<file path="src/rtl/segway_pkg.sv">
// ---------------------------------------------------------------------------
// segway_pkg
// Shared types and constants for the Segway A2D round-robin sequencer.
//   a2d_state_t   : sequencer FSM states
//   CH_*          : A2D channel numbers for each rotation slot
//   A2D_TIMEOUT   : default cycles allowed between wrt and done
//   rr_to_chnl()  : rotation index -> A2D channel
//   chnl_cmd()    : A2D channel -> 16-bit SPI command word
// ---------------------------------------------------------------------------
package segway_pkg;

  localparam int unsigned A2D_TIMEOUT = 1024;

  localparam logic [2:0] CH_LFT   = 3'd0;
  localparam logic [2:0] CH_RGHT  = 3'd4;
  localparam logic [2:0] CH_STEER = 3'd5;
  localparam logic [2:0] CH_BATT  = 3'd6;

  typedef enum logic [2:0] {
    ST_IDLE,  // waiting for nxt or a pending request
    ST_CNV,   // channel-select transaction in flight
    ST_GAP,   // one cycle of dead time between transactions
    ST_RD,    // result-read transaction in flight
    ST_CAP    // commit captured result to its register
  } a2d_state_t;

  function automatic logic [2:0] rr_to_chnl(input logic [1:0] rr);
    logic [2:0] chnl;
    case (rr)
      2'd0:    chnl = CH_LFT;
      2'd1:    chnl = CH_RGHT;
      2'd2:    chnl = CH_STEER;
      default: chnl = CH_BATT;
    endcase
    return chnl;
  endfunction

  function automatic logic [15:0] chnl_cmd(input logic [2:0] chnl);
    return {2'b00, chnl, 11'h000};
  endfunction

endpackage

</file>
<file path="src/rtl/a2d_rr_sequencer_if.sv">
// ---------------------------------------------------------------------------
// a2d_rr_sequencer_if
// Bundles the sequencer's request, SPI-master and result-consumer signals.
//   nxt                      : conversion request (into sequencer)
//   wrt / cmd                : SPI transaction start and command word (out)
//   done / resp              : SPI completion pulse and read data (in)
//   lft_ld/rght_ld/steer_pot/batt : latest 12-bit results (out)
//   upd / upd_sel            : result-written pulse and rotation index (out)
//   overrun / tmo_err        : sticky error flags (out)
// modport master : the sequencer itself
// modport slave  : the environment (SPI master, requester, consumers)
// ---------------------------------------------------------------------------
interface a2d_rr_sequencer_if;
  logic        nxt;
  logic        wrt;
  logic [15:0] cmd;
  logic        done;
  logic [15:0] resp;
  logic [11:0] lft_ld;
  logic [11:0] rght_ld;
  logic [11:0] steer_pot;
  logic [11:0] batt;
  logic        upd;
  logic [1:0]  upd_sel;
  logic        overrun;
  logic        tmo_err;

  modport master (
    input  nxt, done, resp,
    output wrt, cmd, lft_ld, rght_ld, steer_pot, batt,
           upd, upd_sel, overrun, tmo_err
  );

  modport slave (
    output nxt, done, resp,
    input  wrt, cmd, lft_ld, rght_ld, steer_pot, batt,
           upd, upd_sel, overrun, tmo_err
  );
endinterface

</file>
<file path="src/rtl/a2d_tmo_cnt.sv">
// ---------------------------------------------------------------------------
// a2d_tmo_cnt
// Clearable saturating cycle counter used as the SPI transaction watchdog.
//   i_clk  : system clock
//   i_rst  : synchronous active-high reset
//   i_clr  : restart counting from zero (asserted with each wrt launch)
//   o_hit  : high while the count has reached TIMEOUT
// ---------------------------------------------------------------------------
module a2d_tmo_cnt #(
  parameter int unsigned TIMEOUT = 1024
) (
  input  logic i_clk,
  input  logic i_rst,
  input  logic i_clr,
  output logic o_hit
);

  localparam int unsigned W = $clog2(TIMEOUT + 1);
  localparam logic [W-1:0] LIMIT = W'(TIMEOUT);

  logic [W-1:0] r_cnt;

  // NOTE: sequential state uses non-blocking (<=) so every flop samples
  // pre-edge values regardless of process ordering.
  always_ff @(posedge i_clk) begin
    if (i_rst || i_clr) begin
      r_cnt <= '0;
    end else if (r_cnt != LIMIT) begin
      r_cnt <= r_cnt + W'(1);
    end
  end

  assign o_hit = (r_cnt == LIMIT);

endmodule

</file>
<file path="src/rtl/a2d_rr_sequencer.sv">
// ---------------------------------------------------------------------------
// a2d_rr_sequencer
// Round-robin scheduler for the single shared SPI A2D. Each nxt request runs
// a channel-select write followed by a result read, visiting channels in the
// order lft (ch0), rght (ch4), steer (ch5), batt (ch6).
//   i_clk  : system clock
//   i_rst  : synchronous active-high reset (aborts any transaction)
//   io_a2d : master modport of a2d_rr_sequencer_if (request, SPI, results)
//   TIMEOUT: cycles allowed between wrt and done before abandoning
// All outputs are registered.
// ---------------------------------------------------------------------------
module a2d_rr_sequencer
  import segway_pkg::*;
#(
  parameter int unsigned TIMEOUT = A2D_TIMEOUT
) (
  input  logic               i_clk,
  input  logic               i_rst,
  a2d_rr_sequencer_if.master io_a2d
);

  a2d_state_t  r_state;
  a2d_state_t  w_state_nxt;

  logic [1:0]  r_rr;
  logic        r_pend;
  logic        r_wrt;
  logic [15:0] r_cmd;
  logic        r_upd;
  logic [1:0]  r_upd_sel;
  logic        r_overrun;
  logic        r_tmo_err;
  logic [11:0] r_cap;
  logic [11:0] r_lft;
  logic [11:0] r_rght;
  logic [11:0] r_steer;
  logic [11:0] r_batt;

  logic        w_start;
  logic        w_hit;
  logic        w_wrt_nxt;
  logic        w_upd_nxt;
  logic [15:0] w_cmd_nxt;
  logic        w_pend_nxt;
  logic        w_ovr_set;
  logic        w_tmo_set;
  logic        w_rr_adv;
  logic        w_cap_en;
  logic        w_unused_resp_hi;

  // resp[15:12] carries no result bits and is deliberately discarded.
  assign w_unused_resp_hi = ^io_a2d.resp[15:12];

  assign w_start = (r_state == ST_IDLE) && (io_a2d.nxt || r_pend);

  // Cleared on the same edge wrt rises, so the count is 0 in the wrt cycle
  // and a stale saturated count can never fire on a fresh transaction.
  a2d_tmo_cnt #(
    .TIMEOUT (TIMEOUT)
  ) u_tmo_cnt (
    .i_clk (i_clk),
    .i_rst (i_rst),
    .i_clr (w_wrt_nxt),
    .o_hit (w_hit)
  );

  // ---- FSM: state register ----
  always_ff @(posedge i_clk) begin
    if (i_rst) begin
      r_state <= ST_IDLE;
    end else begin
      r_state <= w_state_nxt;
    end
  end

  // ---- FSM: next-state logic ----
  // NOTE: every always_comb output gets a default first so no path leaves
  // it unassigned, which would otherwise infer a latch.
  always_comb begin
    w_state_nxt = r_state;
    unique case (r_state)
      ST_IDLE: if (w_start) w_state_nxt = ST_CNV;
      ST_CNV: begin
        if (io_a2d.done)  w_state_nxt = ST_GAP;
        else if (w_hit)   w_state_nxt = ST_IDLE;
      end
      ST_GAP:  w_state_nxt = ST_RD;
      ST_RD: begin
        if (io_a2d.done)  w_state_nxt = ST_CAP;
        else if (w_hit)   w_state_nxt = ST_IDLE;
      end
      ST_CAP:  w_state_nxt = ST_IDLE;
      default: w_state_nxt = ST_IDLE;
    endcase
  end

  // ---- FSM: output / control decode (next values of registered outputs) ----
  always_comb begin
    w_wrt_nxt  = 1'b0;
    w_upd_nxt  = 1'b0;
    w_cmd_nxt  = r_cmd;
    w_cap_en   = 1'b0;
    w_tmo_set  = 1'b0;
    w_rr_adv   = 1'b0;
    unique case (r_state)
      ST_IDLE: begin
        if (w_start) begin
          w_wrt_nxt = 1'b1;
          w_cmd_nxt = chnl_cmd(rr_to_chnl(r_rr));
        end else begin
          w_cmd_nxt = '0;
        end
      end
      ST_CNV: begin
        if (!io_a2d.done && w_hit) begin
          w_tmo_set = 1'b1;
          w_rr_adv  = 1'b1;
        end
      end
      ST_GAP:  w_wrt_nxt = 1'b1;  // read reuses the held channel cmd
      ST_RD: begin
        if (io_a2d.done) begin
          w_cap_en = 1'b1;
        end else if (w_hit) begin
          w_tmo_set = 1'b1;
          w_rr_adv  = 1'b1;
        end
      end
      ST_CAP: begin
        w_upd_nxt = 1'b1;
        w_rr_adv  = 1'b1;
      end
      default: ;
    endcase
  end

  // Single-entry request buffer. Starting a conversion consumes at most one
  // request; a second outstanding request is dropped and flagged.
  always_comb begin
    w_pend_nxt = r_pend;
    w_ovr_set  = 1'b0;
    if (r_state == ST_IDLE) begin
      if (w_start) w_pend_nxt = 1'b0;
      if (io_a2d.nxt && r_pend) w_ovr_set = 1'b1;
    end else if (io_a2d.nxt) begin
      if (!r_pend) w_pend_nxt = 1'b1;
      else         w_ovr_set  = 1'b1;
    end
  end

  // ---- Datapath / output registers ----
  // NOTE: result registers are reset along with control because consumers
  // (rider detect, balance) read them straight out of reset.
  always_ff @(posedge i_clk) begin
    if (i_rst) begin
      r_rr      <= 2'd0;
      r_pend    <= 1'b0;
      r_wrt     <= 1'b0;
      r_cmd     <= '0;
      r_upd     <= 1'b0;
      r_upd_sel <= 2'd0;
      r_overrun <= 1'b0;
      r_tmo_err <= 1'b0;
      r_cap     <= '0;
      r_lft     <= '0;
      r_rght    <= '0;
      r_steer   <= '0;
      r_batt    <= '0;
    end else begin
      r_wrt  <= w_wrt_nxt;
      r_upd  <= w_upd_nxt;
      r_cmd  <= w_cmd_nxt;
      r_pend <= w_pend_nxt;
      if (w_ovr_set) r_overrun <= 1'b1;
      if (w_tmo_set) r_tmo_err <= 1'b1;
      if (w_rr_adv)  r_rr      <= r_rr + 2'd1;  // wraps 3 -> 0
      if (w_cap_en)  r_cap     <= io_a2d.resp[11:0];
      if (w_upd_nxt) begin
        r_upd_sel <= r_rr;
        case (r_rr)
          2'd0:    r_lft   <= r_cap;
          2'd1:    r_rght  <= r_cap;
          2'd2:    r_steer <= r_cap;
          default: r_batt  <= r_cap;
        endcase
      end
    end
  end

  assign io_a2d.wrt       = r_wrt;
  assign io_a2d.cmd       = r_cmd;
  assign io_a2d.upd       = r_upd;
  assign io_a2d.upd_sel   = r_upd_sel;
  assign io_a2d.overrun   = r_overrun;
  assign io_a2d.tmo_err   = r_tmo_err;
  assign io_a2d.lft_ld    = r_lft;
  assign io_a2d.rght_ld   = r_rght;
  assign io_a2d.steer_pot = r_steer;
  assign io_a2d.batt      = r_batt;

endmodule
</file>
<file path="src/flat_wrapper.sv">
// flat-port wrapper written by rule: the top's interface ports become plain ports
module a2d_rr_sequencer_flat import segway_pkg::*;
#(
  parameter int unsigned TIMEOUT = A2D_TIMEOUT
)
  (i_clk, i_rst, io_a2d_nxt, io_a2d_done, io_a2d_resp, io_a2d_wrt, io_a2d_cmd, io_a2d_lft_ld, io_a2d_rght_ld, io_a2d_steer_pot, io_a2d_batt, io_a2d_upd, io_a2d_upd_sel, io_a2d_overrun, io_a2d_tmo_err);
  a2d_rr_sequencer_if io_a2d_i ();
  input  logic i_clk;
  input  logic i_rst;
  input wire logic [$bits(io_a2d_i.nxt)-1:0] io_a2d_nxt;
  input wire logic [$bits(io_a2d_i.done)-1:0] io_a2d_done;
  input wire logic [$bits(io_a2d_i.resp)-1:0] io_a2d_resp;
  output wire logic [$bits(io_a2d_i.wrt)-1:0] io_a2d_wrt;
  output wire logic [$bits(io_a2d_i.cmd)-1:0] io_a2d_cmd;
  output wire logic [$bits(io_a2d_i.lft_ld)-1:0] io_a2d_lft_ld;
  output wire logic [$bits(io_a2d_i.rght_ld)-1:0] io_a2d_rght_ld;
  output wire logic [$bits(io_a2d_i.steer_pot)-1:0] io_a2d_steer_pot;
  output wire logic [$bits(io_a2d_i.batt)-1:0] io_a2d_batt;
  output wire logic [$bits(io_a2d_i.upd)-1:0] io_a2d_upd;
  output wire logic [$bits(io_a2d_i.upd_sel)-1:0] io_a2d_upd_sel;
  output wire logic [$bits(io_a2d_i.overrun)-1:0] io_a2d_overrun;
  output wire logic [$bits(io_a2d_i.tmo_err)-1:0] io_a2d_tmo_err;
  assign io_a2d_i.nxt = io_a2d_nxt;
  assign io_a2d_i.done = io_a2d_done;
  assign io_a2d_i.resp = io_a2d_resp;
  assign io_a2d_wrt = io_a2d_i.wrt;
  assign io_a2d_cmd = io_a2d_i.cmd;
  assign io_a2d_lft_ld = io_a2d_i.lft_ld;
  assign io_a2d_rght_ld = io_a2d_i.rght_ld;
  assign io_a2d_steer_pot = io_a2d_i.steer_pot;
  assign io_a2d_batt = io_a2d_i.batt;
  assign io_a2d_upd = io_a2d_i.upd;
  assign io_a2d_upd_sel = io_a2d_i.upd_sel;
  assign io_a2d_overrun = io_a2d_i.overrun;
  assign io_a2d_tmo_err = io_a2d_i.tmo_err;
  a2d_rr_sequencer #(.TIMEOUT(TIMEOUT)) u_core (.i_clk(i_clk), .i_rst(i_rst), .io_a2d(io_a2d_i));
endmodule
</file>
<file path="config.mk">
export PLATFORM = sky130hd
export DESIGN_NAME = a2d_rr_sequencer_flat
export DESIGN_NICKNAME = d
export VERILOG_FILES = /design/src/rtl/segway_pkg.sv /design/src/rtl/a2d_rr_sequencer_if.sv /design/src/rtl/a2d_tmo_cnt.sv /design/src/rtl/a2d_rr_sequencer.sv /design/src/flat_wrapper.sv
export SDC_FILE = /design/constraint.sdc
export NUM_CORES = 1
export LEC_CHECK = 0
export ABC_AREA = 0
export BUFFER_PORTS_ARGS = -buffer_cell sky130_fd_sc_hd__buf_4
export CELL_PAD_IN_SITES_DETAIL_PLACEMENT = 0
export CELL_PAD_IN_SITES_GLOBAL_PLACEMENT = 1
export CORE_ASPECT_RATIO = 1.4
export CORE_UTILIZATION = 30
export DETAILED_ROUTE_END_ITERATION = 6
export PLACE_DENSITY = 0.64
export SYNTH_ARGS = -nofsm -noshare
export SYNTH_HDL_FRONTEND = slang
export SYNTH_SLANG_ARGS = --single-unit
</file>
<file path="constraint.sdc">
create_clock -name i_clk -period 2.2 [get_ports i_clk]
set_input_delay 0.55 -clock i_clk [delete_from_list [all_inputs] [get_ports i_clk]]
set_output_delay 0.55 -clock i_clk [all_outputs]
set_load 0.01 [all_outputs]
</file>
### Yosys cells after proc, flatten, opt, wreduce, memory -nomap -nowiden

Index checks and enable logic that the tools add are counted.

| storage, ports and cells | value |
|---|---|
| register bits | 99 |
| input bits | 20 |
| output and inout port bits | 70 |

| operators by class | value |
|---|---|
| $add $sub $neg | 2 |
| equal/unequal tests | 9 |
| multiplexer cells | 24 |
| bitwise gates (word level) | 1 |
| reductions and logical operators | 15 |

Operator list:

| kind | number |
|---|---|
| $mux W1 | 14 |
| $mux W14 | 1 |
| $mux W3 | 4 |
| $pmux W3 S4 | 1 |
| $add A11 B1 Y11 const B | 1 |
| $eq A11 B11 Y1 const B | 1 |
| $ne A11 B11 Y1 const B | 1 |
| $reduce_and A2 Y1 | 5 |
| $pmux W3 S3 | 1 |
| $eq A3 B2 Y1 const B | 2 |
| $pmux W1 S2 | 2 |
| $eq A3 B1 Y1 const B | 1 |
| $eq A3 B3 Y1 const B | 1 |
| $logic_and A1 B1 Y1 | 3 |
| $logic_not A3 Y1 | 1 |
| $pmux W1 S3 | 1 |
| $reduce_or A3 Y1 | 1 |
| $add A2 B1 Y2 const B | 1 |
| $eq A2 B1 Y1 const B | 1 |
| $eq A2 B2 Y1 const B | 1 |
| $logic_not A2 Y1 | 1 |
| $logic_or A1 B1 Y1 | 2 |
| $ne A2 B1 Y1 const B | 1 |
| $reduce_bool A2 Y1 | 1 |
| other kinds (2) | 2 |

### Longest topological paths before layout

| depth | value |
|---|---|
| word-level depth | 5 |
| mapped depth | 7 |

### By module

Synthesis repeated with hierarchy kept, for this count alone.

| unflattened totals | value |
|---|---|
| cell total of the unflattened synthesis | 410 |
| area total of the unflattened synthesis | 3,429.5 sq um |

Modules (own cells, without submodules):

| module | instances | cells each | area each (sq um) | seq. area each (sq um) |
|---|---|---|---|---|
| a2d_rr_sequencer | 1 | 348 | 2,865.2 | 1,501.4 |
| a2d_tmo_cnt | 1 | 62 | 564.3 | 220.2 |

### Least setup slack after synthesis

Ideal clock, no wire load.

| timing path | value |
|---|---|
| path kind | register -> register |
| start | reg u_core.u_tmo_cnt.r_cnt[5] |
| end | reg u_core.r_rr[0] |
| setup time | 0.121 ns |
| data arrival time | 1.280 ns |
| required time | 2.079 ns |
| path slack | 0.798 ns |
| stages on the path, launching flop included | 5 |
| buffers on the path | 0 |
| clock period less this slack | 1.402 ns |
| cells stage by stage | dfxtp_1 nor4_2 and4b_4 a21oi_2 mux2_4 |

| between the ends | value |
|---|---|
| word-level cells in the longest chain between the ends | 4 |
| elaborated cells between the ends (all ways) | 6 |
| classes of those cells | eq/ne: 1; mux: 4; reduce/logical: 1 |

RTL lines:

| what | line | text |
|---|---|---|
| start, declared | a2d_tmo_cnt.sv:21 | `logic [W-1:0] r_cnt;` |
| start signal, assigned | a2d_tmo_cnt.sv:29 | `r_cnt <= r_cnt + W'(1);` |
| $eq A11 B11 Y1 (*) | a2d_tmo_cnt.sv:33 | `assign o_hit = (r_cnt == LIMIT);` |
| $mux W1 or $logic_and A1 B1 Y1 (tied branches) | a2d_rr_sequencer.sv:124, a2d_rr_sequencer.sv:115 |  |
| $mux W1 (on tied branches) | a2d_rr_sequencer.sv:122, a2d_rr_sequencer.sv:115 |  |
| $pmux W1 S3 (*) | a2d_rr_sequencer.sv:105 | `unique case (r_state)` |
| end signal, assigned | a2d_rr_sequencer.sv:176 | `if (w_rr_adv) r_rr <= r_rr + 2'd1;` |
| end, declared | a2d_rr_sequencer.sv:25 | `logic [1:0] r_rr;` |

Mark *: on every way between the ends. The rest lies on a longest branch, timed or not.
A chain may end at the register's enable or synchronous reset.

### Worst setup path in the final report

| timing path | value |
|---|---|
| start | reg u_core.r_state[2] |
| end | reg u_core.r_lft[6] (netlist: u_core.io_a2d.lft_ld[6]) |

| between the ends | value |
|---|---|
| word-level cells in the longest chain between the ends | 3 |

RTL lines:

| what | line | text |
|---|---|---|
| start, declared | a2d_rr_sequencer.sv:22 | `a2d_state_t r_state;` |
| start signal, assigned | a2d_rr_sequencer.sv:72 | `r_state <= w_state_nxt;` |
| $eq A3 B3 Y1 | a2d_rr_sequencer.sv:105 |  |
| $mux W1 | a2d_rr_sequencer.sv:105 |  |
| $reduce_and A2 Y1 (no source line) | n/a |  |
| end signal, assigned | a2d_rr_sequencer.sv:181 | `2'd0: r_lft <= r_cap;` |
| end, declared | a2d_rr_sequencer.sv:34 | `logic [11:0] r_lft;` |

Every way passes these cells.

==> key figures <==
Run status
  – Status: finished, final reports clean

Timing
  – Setup ws final: approximately 0.57 ns
  – Fmax: about 610 MHz
  – Hold WS: between 0.4 and 0.5 ns
  – RSZ-0062 raised after global routing: no
  – Pins Over Slew Limit: 0
  – Setup Skew: approximately 0.0048 ns
  – Period minus WS final: roughly 1.6 ns
  – Post-Route Setup TNS: 0 ns
  – Final Hold Fails: 0
  – Final setup violation count: 0
  – Period utilization: between 70% and 80%

Setup path
  – Worst setup EP type: flip-flop
  – Worst setup startpoint: u_core.r_state[2]
  – Critical path class: reg -> reg
  – Worst EP required: around 2.5 ns
  – R2R Path Start: u_core.r_state[2]
  – Critical-path cell list: nor3b_2, buf_4, and2_1, nand2_1, a21oi_1
  – Arr. time, crit path: 1.89 ns
  – Startpoint Class: flip-flop
  – CP top delay family: simple AND/OR/NAND/NOR gates
  – Slowest cell on the critical path: dfxtp_1
  – R2r setup slk: 0.57 ns
  – Critical Path Fanout Max: 12
  – Worst path bufs/invs: 1
  – Delay of the slowest critical-path stage: approximately 0.5 ns

Synth
  – Cell area after synthesis: approximately 3400 um^2
  – Synth Area in Compound Gates: 11.1%
  – Synth Register Bits: between 80 and 90
  – Post-Synth Adder-Cell Area: between 2 and 3%
  – Post-Synth XOR/XNOR Area: under 10%
  – Largest family of logic cells by synthesized area: simple AND/OR/NAND/NOR gates
  – Mux share of post-synthesis cell area: about 1.3%
  – Avg Cell Area, Syn: between 8 and 9 um^2
  – Seq/Total Area, Yosys: roughly 50%
  – Post-Synth Simple-Gate Area: approximately 24%
  – Synth cell types: 37
  – Cells after synthesis: 405
  – Synth warn: 0

Layout
  – Diode count: 0
  – Net count, final: around 500
  – Synth-to-layout area growth: 27.4%
  – Fill cells: 1159
  – Final Core Density: approximately two fifths
  – Layout cells sized above 1: between 20 and 25%

GRT
  – First-pass GRT wire length: about 14000 um
  – Vias in the first global route: ~2700
  – Total GRT Usage: ~15%
  – Total gr overflow: 0
  – Initial antenna violation count: 0
  – Largest net degree at the start of global routing: 29

CTS
  – Setup bufs post-CTS: 0
  – CTS H-tree lvls: 3
  – Hold-fix buffer count after cts: 0
  – Root buffer cell: clkbuf_16
  – Total CTS buffers: 9
  – CTS Sinks: between 80 and 90
  – CTS tree: done
  – Post-CTS sizing: 0
  – Max clock buf depth: 2
  – Skew-Pair Late Insertion Delay: approximately 0.33 ns
  – Clock transition at path regs: 0.06 ns

Route
  – Pre-Repair DR Iteration Count: 4
  – Initial DRC count: 98
  – WL/cell: ~14 um
  – Detailed Route WL: 8380 um
  – Mean number of vias per cell: approximately 4.4
  – DRC Markers: 0
  – Routed via count: 2742
  – DRT antenna net count: 0

Pwr
  – Pleak: about 1.7 nW
  – Worst VDD drop: about 360 uV
  – Pwr/cell area: 795 nW/um^2
  – Design Power: about 0.0034 W

Placement
  – I/O Buffers: slightly above 70
  – Post-place setup slack: roughly 0.55 ns
  – RePlAce Congestion: about 0.80
  – Post-DP HPWL: just over 6000 um

Floorplanning
  – I/O pin count: 90
  – Die H: between 100 and 150 um
  – FP Rows: 45
  – Starting Density: a little under a third
  – Die ar.: 11600 um^2
  – Die width: 91.5 um
  – Core Box Area: 10900 um^2

Flow run
  – MaxCap Viol Count: 0

Hold path
  – Hold Crit Start: u_core.io_a2d.steer_pot[2]
  – Worst Hold Class: reg -> reg
synth_stat cells:
library cell / n / area (um^2)
a31oi_1: 1 / 6.26
or3_1: 1 / 6.26
dfxtp_1: 86 / 1720
nand2_1: 133 / 499
nor3_1: 5 / 25.0
buf_1: 1 / 3.75
nand3b_1: 3 / 22.5
nor4_1: 2 / 12.5
mux2_4: 1 / 15.0
xor2_1: 7 / 61.3
nor4_2: 1 / 12.5
ha_1: 7 / 87.6
xnor2_1: 2 / 17.5
mux2i_1: 3 / 30.0
and4b_4: 1 / 13.8
nor3b_2: 1 / 12.5
nor4b_2: 1 / 15.0
and2_2: 2 / 15.0
nor2_1: 19 / 71.3
inv_1: 6 / 22.5
and4_1: 2 / 17.5
buf_2: 8 / 40.0
nand3_1: 3 / 15.0
nand4b_1: 2 / 17.5
buf_6: 2 / 22.5
a21oi_2: 1 / 8.76
nand2b_1: 2 / 12.5
and2_1: 3 / 18.8
nor3b_1: 1 / 7.51
clkbuf_1: 8 / 30.0
conb_1: 1 / 3.75
buf_4: 15 / 113
and4b_1: 1 / 10.0
o31ai_2: 1 / 12.5
a21oi_1: 69 / 345
nand4_1: 2 / 12.5
and3_1: 1 / 6.26
per-layer routing:
metal	global-route usage [%]	up-vias	wire [um]	share of wire, %
met5	0	-	0	0
met4	5.04	0	102	1.2
met3	3.33	7	316	3.8
met2	27.7	54	4380	52
met1	17.0	1249	3590	43
li1	-	1432	-	-
cell usage in the layout (no fill, tap or decap), types with 3 or more instances in the layout:
| cell type | count |
|---|---|
| nor2_1 | 19 |
| ha_1 | 7 |
| a21oi_1 | 69 |
| dfxtp_1 | 86 |
| xor2_1 | 7 |
| inv_1 | 6 |
| nand3_1 | 3 |
| conb_1 | 13 |
| clkbuf_1 | 3 |
| nand3b_1 | 3 |
| buf_4 | 77 |
| nor3_1 | 5 |
| nand2_1 | 133 |
| bufinv_16 | 3 |
| and2_1 | 3 |
| mux2i_1 | 3 |
| clkbuf_16 | 9 |
stage by stage:
stage                     cell area, um^2  std cells
after floorplan                      3410        417
after global placement               3960        601
after detailed placement             3960        601
after CTS                            4290        617
after global routing                 4290        617
final                                4290        617
worst reg2reg max path, cell delays in order, from the launching register on:
cell	delay [ns]
dfxtp_1	0.49
nor3b_2	0.22
buf_4	0.20
and2_1	0.41
nand2_1	0.11
a21oi_1	0.13
power breakdown:
group | total (W) | internal (W) | switching [W]
sequential | 0.00159 | 0.00157 | 0.0000205
combinational | 0.000122 | 0.0000468 | 0.0000752
clock | 0.00169 | 0.00111 | 0.000586
final timing paths:
check / depth (start not counted) / end
setup / recovery: 5 / u_core.io_a2d.lft_ld[6]
hold / removal: 2 / u_core.io_a2d.steer_pot[2]
setup reg to reg: 5 / u_core.io_a2d.lft_ld[6]
hold reg to reg: 2 / u_core.io_a2d.steer_pot[2]
registers in the layout (all words and copies together) (netlist names):
name and count:
u_core.r_state 3, u_core.io_a2d.wrt 1, u_core.io_a2d.lft_ld 12, u_core.io_a2d.upd_sel 2, u_core.io_a2d.rght_ld 12, u_core.io_a2d.cmd 3
u_core.io_a2d.overrun 1, u_core.r_cap 12, u_core.r_rr 2, u_core.io_a2d.upd 1, u_core.io_a2d.steer_pot 12, u_core.io_a2d.batt 12
u_core.r_pend 1, u_core.io_a2d.tmo_err 1, u_core.u_tmo_cnt.r_cnt 11
cells by family (layout without fill, tap and decap cells):
family / count (synthesis) / after routing
simple gates: 186 / 186
compound gates: 72 / 72
fa+ha+maj: 7 / 7
flops: 86 / 86
mux: 4 / 4
xor+xnor: 9 / 9
other cells: 1 / 13
buf+inv: 40 / 99
layout make-up:
cell class | count | area [um^2] | share of cell area [%]
Clock buffer | 12 | 236 | 5.52
Timing Repair Buffer | 77 | 578 | 13.5
Sequential cell | 86 | 1720 | 40.2
Inverter | 6 | 22.5 | 0.525
Multi-Input combinational cell | 291 | 1460 | 34.0
Clock inverter | 4 | 95.1 | 2.22
Tap cell | 141 | 176 | 4.12
Note: power is estimated with default switching activity, not from simulation.
